$ cat config.mk
export PLATFORM = sky130hd
export DESIGN_NAME = muldiv_unit
export DESIGN_NICKNAME = d
export VERILOG_FILES = /design/src/rtl/muldiv_unit.sv
export SDC_FILE = /design/constraint.sdc
export NUM_CORES = 1
export LEC_CHECK = 0
export CAP_MARGIN = 20
export CORE_MARGIN = 4
export CORE_UTILIZATION = 55
export DETAILED_ROUTE_END_ITERATION = 16
export GPL_ROUTABILITY_DRIVEN = 1
export HOLD_SLACK_MARGIN = 0.03
export PLACE_DENSITY = 0.86
export SLEW_MARGIN = 20
export SYNTH_ARGS = -nofsm -noshare
export SYNTH_HDL_FRONTEND = slang
export SYNTH_SLANG_ARGS = --single-unit
$ cat constraint.sdc
create_clock -name clk -period 3.6 [get_ports clk]
set_input_delay 0.9 -clock clk [delete_from_list [all_inputs] [get_ports clk]]
set_output_delay 0.9 -clock clk [all_outputs]
set_load 0.02 [all_outputs]
$ cat src/rtl/muldiv_unit.sv
// muldiv_unit: iterative shift-add multiplier / restoring divider with HI/LO results
module muldiv_unit #(
   parameter int WIDTH = 32
) (
   input  logic             clk,
   input  logic             reset,
   input  logic             start,
   input  logic [1:0]       op,
   input  logic [WIDTH-1:0] data1,
   input  logic [WIDTH-1:0] data2,
   output logic             busy,
   output logic             done,
   output logic [WIDTH-1:0] hi,
   output logic [WIDTH-1:0] lo,
   output logic             div_by_zero
);
   localparam int CW = $clog2(WIDTH + 1);
   typedef enum logic [1:0] {IDLE, RUN, FIX} state_t;
   state_t state_q, state_d;
   logic [CW-1:0] cnt_q, cnt_d;
   logic [2*WIDTH-1:0] acc_q, acc_d, prod;
   logic [WIDTH-1:0] a_q, a_d, b_q, b_d, hi_q, hi_d, lo_q, lo_d;
   logic [WIDTH-1:0] abs_a, abs_b, quo, rem;
   logic [WIDTH:0] mul_sum, div_trial;
   logic div_q, div_d, sa_q, sa_d, sb_q, sb_d;
   logic dzp_q, dzp_d, dz_q, dz_d, done_q, done_d;
   logic sgn_a, sgn_b;
   always_comb begin
      sgn_a = op[0] & data1[WIDTH-1];
      sgn_b = op[0] & data2[WIDTH-1];
      abs_a = sgn_a ? -data1 : data1;
      abs_b = sgn_b ? -data2 : data2;
      mul_sum = {1'b0, acc_q[2*WIDTH-1:WIDTH]} + (acc_q[0] ? {1'b0, a_q} : '0);
      // acc holds {remainder, dividend/quotient}; the trial uses the shifted remainder
      div_trial = {acc_q[2*WIDTH-1:WIDTH], acc_q[WIDTH-1]} - {1'b0, b_q};
      prod = (sa_q ^ sb_q) ? -acc_q : acc_q;
      quo = dzp_q ? '1 : (sa_q ^ sb_q) ? -acc_q[WIDTH-1:0] : acc_q[WIDTH-1:0];
      rem = sa_q ? -acc_q[2*WIDTH-1:WIDTH] : acc_q[2*WIDTH-1:WIDTH];
   end
   always_comb begin
      state_d = state_q;
      cnt_d   = cnt_q;
      acc_d   = acc_q;
      a_d     = a_q;
      b_d     = b_q;
      div_d   = div_q;
      sa_d    = sa_q;
      sb_d    = sb_q;
      dzp_d   = dzp_q;
      dz_d    = dz_q;
      hi_d    = hi_q;
      lo_d    = lo_q;
      done_d  = 1'b0;
      case (state_q)
         IDLE: if (start) begin
            state_d = RUN;
            cnt_d   = '0;
            div_d   = op[1];
            sa_d    = sgn_a;
            sb_d    = sgn_b;
            a_d     = abs_a;
            b_d     = abs_b;
            acc_d   = {{WIDTH{1'b0}}, op[1] ? abs_a : abs_b};
            dzp_d   = op[1] && (data2 == '0);
            dz_d    = 1'b0;
         end
         RUN: begin
            cnt_d = cnt_q + 1'b1;
            acc_d = div_q ? (div_trial[WIDTH] ? {acc_q[2*WIDTH-2:0], 1'b0}
                                              : {div_trial[WIDTH-1:0], acc_q[WIDTH-2:0], 1'b1})
                          : {mul_sum, acc_q[WIDTH-1:1]};
            if (cnt_q == CW'(WIDTH - 1)) state_d = FIX;
         end
         FIX: begin
            state_d = IDLE;
            done_d  = 1'b1;
            hi_d    = div_q ? rem : prod[2*WIDTH-1:WIDTH];
            lo_d    = div_q ? quo : prod[WIDTH-1:0];
            dz_d    = dzp_q;
         end
         default: state_d = IDLE;
      endcase
   end
   always_ff @(posedge clk) begin
      if (reset) begin
         state_q <= IDLE;
         cnt_q   <= '0;
         acc_q   <= '0;
         a_q     <= '0;
         b_q     <= '0;
         div_q   <= 1'b0;
         sa_q    <= 1'b0;
         sb_q    <= 1'b0;
         dzp_q   <= 1'b0;
         dz_q    <= 1'b0;
         hi_q    <= '0;
         lo_q    <= '0;
         done_q  <= 1'b0;
      end else begin
         state_q <= state_d;
         cnt_q   <= cnt_d;
         acc_q   <= acc_d;
         a_q     <= a_d;
         b_q     <= b_d;
         div_q   <= div_d;
         sa_q    <= sa_d;
         sb_q    <= sb_d;
         dzp_q   <= dzp_d;
         dz_q    <= dz_d;
         hi_q    <= hi_d;
         lo_q    <= lo_d;
         done_q  <= done_d;
      end
   end
   assign busy        = state_q != IDLE;
   assign done        = done_q;
   assign hi          = hi_q;
   assign lo          = lo_q;
   assign div_by_zero = dz_q;
endmodule

## Word-level counts from Yosys, hierarchy flattened

Cells that the tools add are included.

- Flip-flop bits (word level): 206
- Input port bits: 69
- Output and inout port bits: 67

- $add $sub $neg: 8
- Equality and inequality tests: 5
- Mux-type cells: 22
- Bitwise logic cells: 3
- Reduce and logical (&&, ||, !) cells: 10

Operator list:

| cell | number |
|---|---|
| 32-bit two-way mux | 9 |
| 64-bit two-way mux | 4 |
| 32-bit negator | 4 |
| 64-bit case mux with 2 select lines | 1 |
| 64-bit negator | 1 |
| 32-bit by 32-bit adder with 33-bit output | 1 |
| 33-bit by 32-bit subtractor with 33-bit output | 1 |
| 32-bit logical NOT | 1 |
| 6-bit case mux with 2 select lines | 1 |
| 2-bit AND reduction | 4 |
| 6-bit by 1-bit adder with 6-bit output (second input constant) | 1 |
| 6-bit by 5-bit equality test with 1-bit output (second input constant) | 1 |
| 6-bit two-way mux | 1 |
| 2-bit nonzero test | 3 |
| 2-bit two-way mux | 2 |
| 2-bit inequality test (second input constant) | 2 |
| 2-bit case mux with 2 select lines | 1 |
| 1-bit bitwise AND | 2 |
| 2-bit by 1-bit equality test with 1-bit output (second input constant) | 1 |
| 2-bit equality test (second input constant) | 1 |
| 2-bit logical NOT | 1 |
| 1-bit two-way mux | 2 |
| 1-bit case mux with 2 select lines | 1 |
| 1-bit logical AND | 1 |
| 1-bit XOR | 1 |

## Logic depth before layout (Yosys ltp)

- Depth after elaboration: 5
- Gate-level depth with buffers: 15

## Least setup slack after synthesis

Ideal clock, no wire load.

- Kind: reg-to-reg
- From: reg acc_q[0]
- To: reg acc_q[59]
- Setup time: 0.131 ns
- Data arrival time: 3.176 ns
- Data required time: 3.469 ns
- Path slack: 0.293 ns
- Cell stages (with the launch flop): 16
- Period minus slack after synthesis: 3.307 ns
- Cell sequence: dfxtp_1 clkbuf_1 clkbuf_1 and2_1 ha_1 inv_1 fa_1 nor2b_1 o31ai_1 a21boi_0 o2111ai_1 a2111oi_0 nor2_1 o31ai_1 mux2i_1 o211ai_1

- Cells in the longest elaborated chain, start to end: 4

RTL lines:

| what | line | text |
|---|---|---|
| start: declaration | 21 | `logic [2*WIDTH-1:0] acc_q, acc_d, prod;` |
| start signal: assignment | 88 | `acc_q <= '0;` |
| start signal: assignment | 102 | `acc_q <= acc_d;` |
| 32-bit two-way mux | 33 | `mul_sum = {1'b0, acc_q[2*WIDTH-1:WIDTH]} + (acc_q[0] ? {1'b0, a_q} : '0);` |
| 32-bit by 32-bit adder with 33-bit output | 33 |  |
| 64-bit two-way mux | 69 | `acc_d = div_q ? (div_trial[WIDTH] ? {acc_q[2*WIDTH-2:0], 1'b0}` |
| 64-bit case mux with 2 select lines | 54 | `case (state_q)` |

No other way between the ends.
A chain may end at the register's enable or synchronous reset.

## Worst setup path in the final report

- From: reg acc_q[0]
- To: reg acc_q[55]

The elaborated chain is that of the path after synthesis.

==> qor.txt <==
run status - completed
cells after synthesis - 1939
Worst path max stage delay - 0.37 ns
number of port buffers - 135
Post-synth top cells - nor2_1, dfxtp_1, nand2_1, a21oi_1, a211oi_1
DR WL/cell - 20.7 µm
most frequent cell after synthesis - nor2_1
Worst-path clk slew - 0.06 ns
CTS Sinks - 206
startpoint types - register
Die ar. - 0.0298 mm²
Crit path required time - 3.99 ns
all-layer global routing usage - 0.331
Synth area leader - dfxtp_1
initial antenna violation count - 0
number of DRC violations after detailed-routing iteration 0 - 1724
critical path arrival - 3.88 ns
share of the synthesized area in the top cell type - 0.276
DRC violations left - 0
Worst-Skew Late Latency - 0.54 ns
Slowest cell on crit path - ha_1
Period Utilization, post-route - 0.968
HPWL Detailed - 39.9 mm
FF+latch count, synth - 206
Storage cell area - 0.00413 mm²
Num CTS Buffers - 24
Max Slew Vio Count - 0
Max rail drop VDD - 0.308 mV
global-route wire length before repair - 81.4 mm
Ports - 136
Cell Chain, Critical Path - buf_4 > buf_4 > and2_1 > ha_1 > a21o_1 > o21bai_1 > a311o_1 > a32oi_2 > a41o_1 > o21ai_0 > xor2_1 > a22oi_1 > o21ai_0
min cycle time layout - 3.49 ns
Critical Path Fanout Max - 26
post-layout net count - 2294
clock tree buffer depth - 3
Mapped Avg Cell Area - 7.69 µm²
CTS Root Cell - clkbuf_16
layout cells sized above 1 - 0.126
post-route ant nets - 0
placed cell area - 0.0176 mm²
classification of the worst-slack hold path - register to register
post-synthesis sequential area ratio - 0.276
Core Area - 0.0268 mm²
TritonCTS clock tree - done
syn nets - 2079
total gr overflow - 0
via count - 16000
final hold slack - 0.458 ns
Antenna Cells - 0
row count - 60
fraction of registers with async set/reset - 0
Cell Pwr Density - 373 mW/mm²
main area contributors after synthesis - dfxtp_1, a211oi_1, ha_1, xnor2_1, nor2_1
vias in the first global route - 15200
first drt pass iteration count - 6
Design Area, Final - 0.0185 mm²
Distinct cells, synth - 74
area of the mapped netlist - 0.0149 mm²
worst slew pin tran - 0.800 ns
Leak Pwr - 7.37 nW
largest net degree at the start of global routing - 95
Post-CTS Hold Fix Bufs - 0
RePlAce Congestion - 1.03
Fin. Hold Viols - 0
Final setup violation count - 0
crit end category - register
vias per inst - 6.37
area of the multi-input gates - 0.0101 mm²
Layout fillers - 2221
Primary FF master, synth - dfxtp_1
Clock Skew - 0.0276 ns
Chip Height - 173 µm
worst rel slew slack - 0.463
Initial Utilization - 0.557
die width - 173 µm
Crit Path Class - register to register
CTS HTree Levels - 1
final wirelength - 52.1 mm
Ys Warns - 0
Max Cap Violations - 0
fmax - 287 MHz
P&R area growth vs syn - 24.3%
number of synthesized flops with an enable pin - 0
[worst paths after layout]
path / startpoint / end / slack [ns] / cells after the start
hold reg to reg: hi[16]$_SDFFE_PP0P_ / hi[16]$_SDFFE_PP0P_ / 0.46 / 2
setup reg to reg: acc_q[0]$_SDFFE_PP0P_ / acc_q[55]$_SDFFE_PP0P_ / 0.11 / 13
hold / removal: hi[16]$_SDFFE_PP0P_ / hi[16]$_SDFFE_PP0P_ / 0.46 / 2
setup / recovery: acc_q[0]$_SDFFE_PP0P_ / acc_q[55]$_SDFFE_PP0P_ / 0.11 / 13
[area by class of cell]
| type | instances | share of cell area |
|---|---|---|
| Clock buffer | 35 | 0.0378 |
| Inverter | 61 | 0.0123 |
| Multi-Input combinational cell | 1532 | 0.544 |
| Timing Repair Buffer | 329 | 0.154 |
| Sequential cell | 206 | 0.222 |
| Tap cell | 341 | 0.0230 |
| Clock inverter | 9 | 0.00648 |
[placed cells by master (no fill, tap or decap), drive strengths merged, types with 6 or more instances in the layout]
| cell | synthesis | final |
|---|---|---|
| nor2 | 210 | 210 |
| dfxtp | 206 | 206 |
| buf | 18 | 195 |
| nand2 | 170 | 170 |
| a21oi | 154 | 154 |
| clkdlybuf4s50 | 0 | 134 |
| a211oi | 132 | 132 |
| xnor2 | 91 | 91 |
| o21ai | 91 | 91 |
| xor2 | 83 | 83 |
| ha | 69 | 69 |
| inv | 61 | 62 |
| mux2i | 60 | 60 |
| and2 | 50 | 50 |
| nor3 | 38 | 38 |
| clkbuf | 122 | 35 |
| nand3 | 33 | 33 |
| a21o | 28 | 28 |
| nor4 | 25 | 25 |
| o31ai | 21 | 21 |
| o211ai | 21 | 21 |
| a22oi | 19 | 19 |
| nand2b | 19 | 19 |
| nor2b | 19 | 19 |
| a31oi | 18 | 18 |
| or3 | 17 | 17 |
| a311oi | 16 | 16 |
| nand4 | 13 | 13 |
| o21a | 12 | 12 |
| a221oi | 11 | 11 |
| o221ai | 10 | 10 |
| o41ai | 10 | 10 |
| or4 | 10 | 10 |
| and3 | 9 | 9 |
| o2111ai | 7 | 7 |
| clkinv | 0 | 6 |
[logic make-up after synthesis]
logic type | after synthesis | share of synthesized area
muxes | 63 | 0.0425
DFF | 206 | 0.276
and+or+nand+nor | 638 | 0.204
buffers and inverters | 201 | 0.0517
xor gates and xnor gates | 174 | 0.103
AOI/OAI and AO/OA | 586 | 0.262
adders and majority gates | 71 | 0.0606
[repair_timing]
item | in CTS | in global routing
setup endpoints to repair | 2 | 26
pin swaps | 0 | 2
setup buffers | 0 | 8
gates resized for setup | 1 | 8
[state kept, by name, summed over array words and instances (netlist names)]
register and count:
div_q 1, lo 32, sb_q 1, cnt_q 6
b_q 32, a_q 32, div_by_zero 1, done 1
state_q 2, sa_q 1, acc_q 64, dzp_q 1
hi 32
[metal layers]
layer,GRT usage,wire [µm],vias up
met1,0.430,20600,7448
met4,0.184,3560,0
met3,0.0383,4490,201
li1,-,-,7460
met2,0.540,23500,888
met5,0,0,-
[metrics by stage]
stage | total power [mW] | cells | setup TNS [ns] | util | worst slack, ns
after global placement | 4.30 | 2461 | -2.83 | 0.658 | -0.332
final | 6.92 | 2513 | 0 | 0.692 | 0.114
after CTS | 6.85 | 2505 | 0 | 0.689 | 0.0470
after detailed placement | 4.34 | 2461 | -3.92 | 0.658 | -0.382
after global routing | 7.17 | 2513 | -0.0146 | 0.692 | -0.0146
after floorplan | 3.63 | 1939 | 0 | - | 0.293
[critical path, delay by kind of cell, from the launching register on]
kind	cells	cell delay, ns
XOR/XNOR	1	0.23
AND/OR/NAND/NOR	1	0.18
AO/OA/AOI/OAI	8	1.87
adder cells (fa/ha/maj)	1	0.37
buffers and inverters	2	0.37
flip-flops	1	0.31
[power by group]
group / internal, mW / switching, mW / total [mW]
Sequential: 2.39 / 0.103 / 2.50
Clock: 1.51 / 1.04 / 2.55
Combinational: 0.784 / 1.09 / 1.88
Total: 4.68 / 2.24 / 6.92
(Power assumes the default switching activity.)
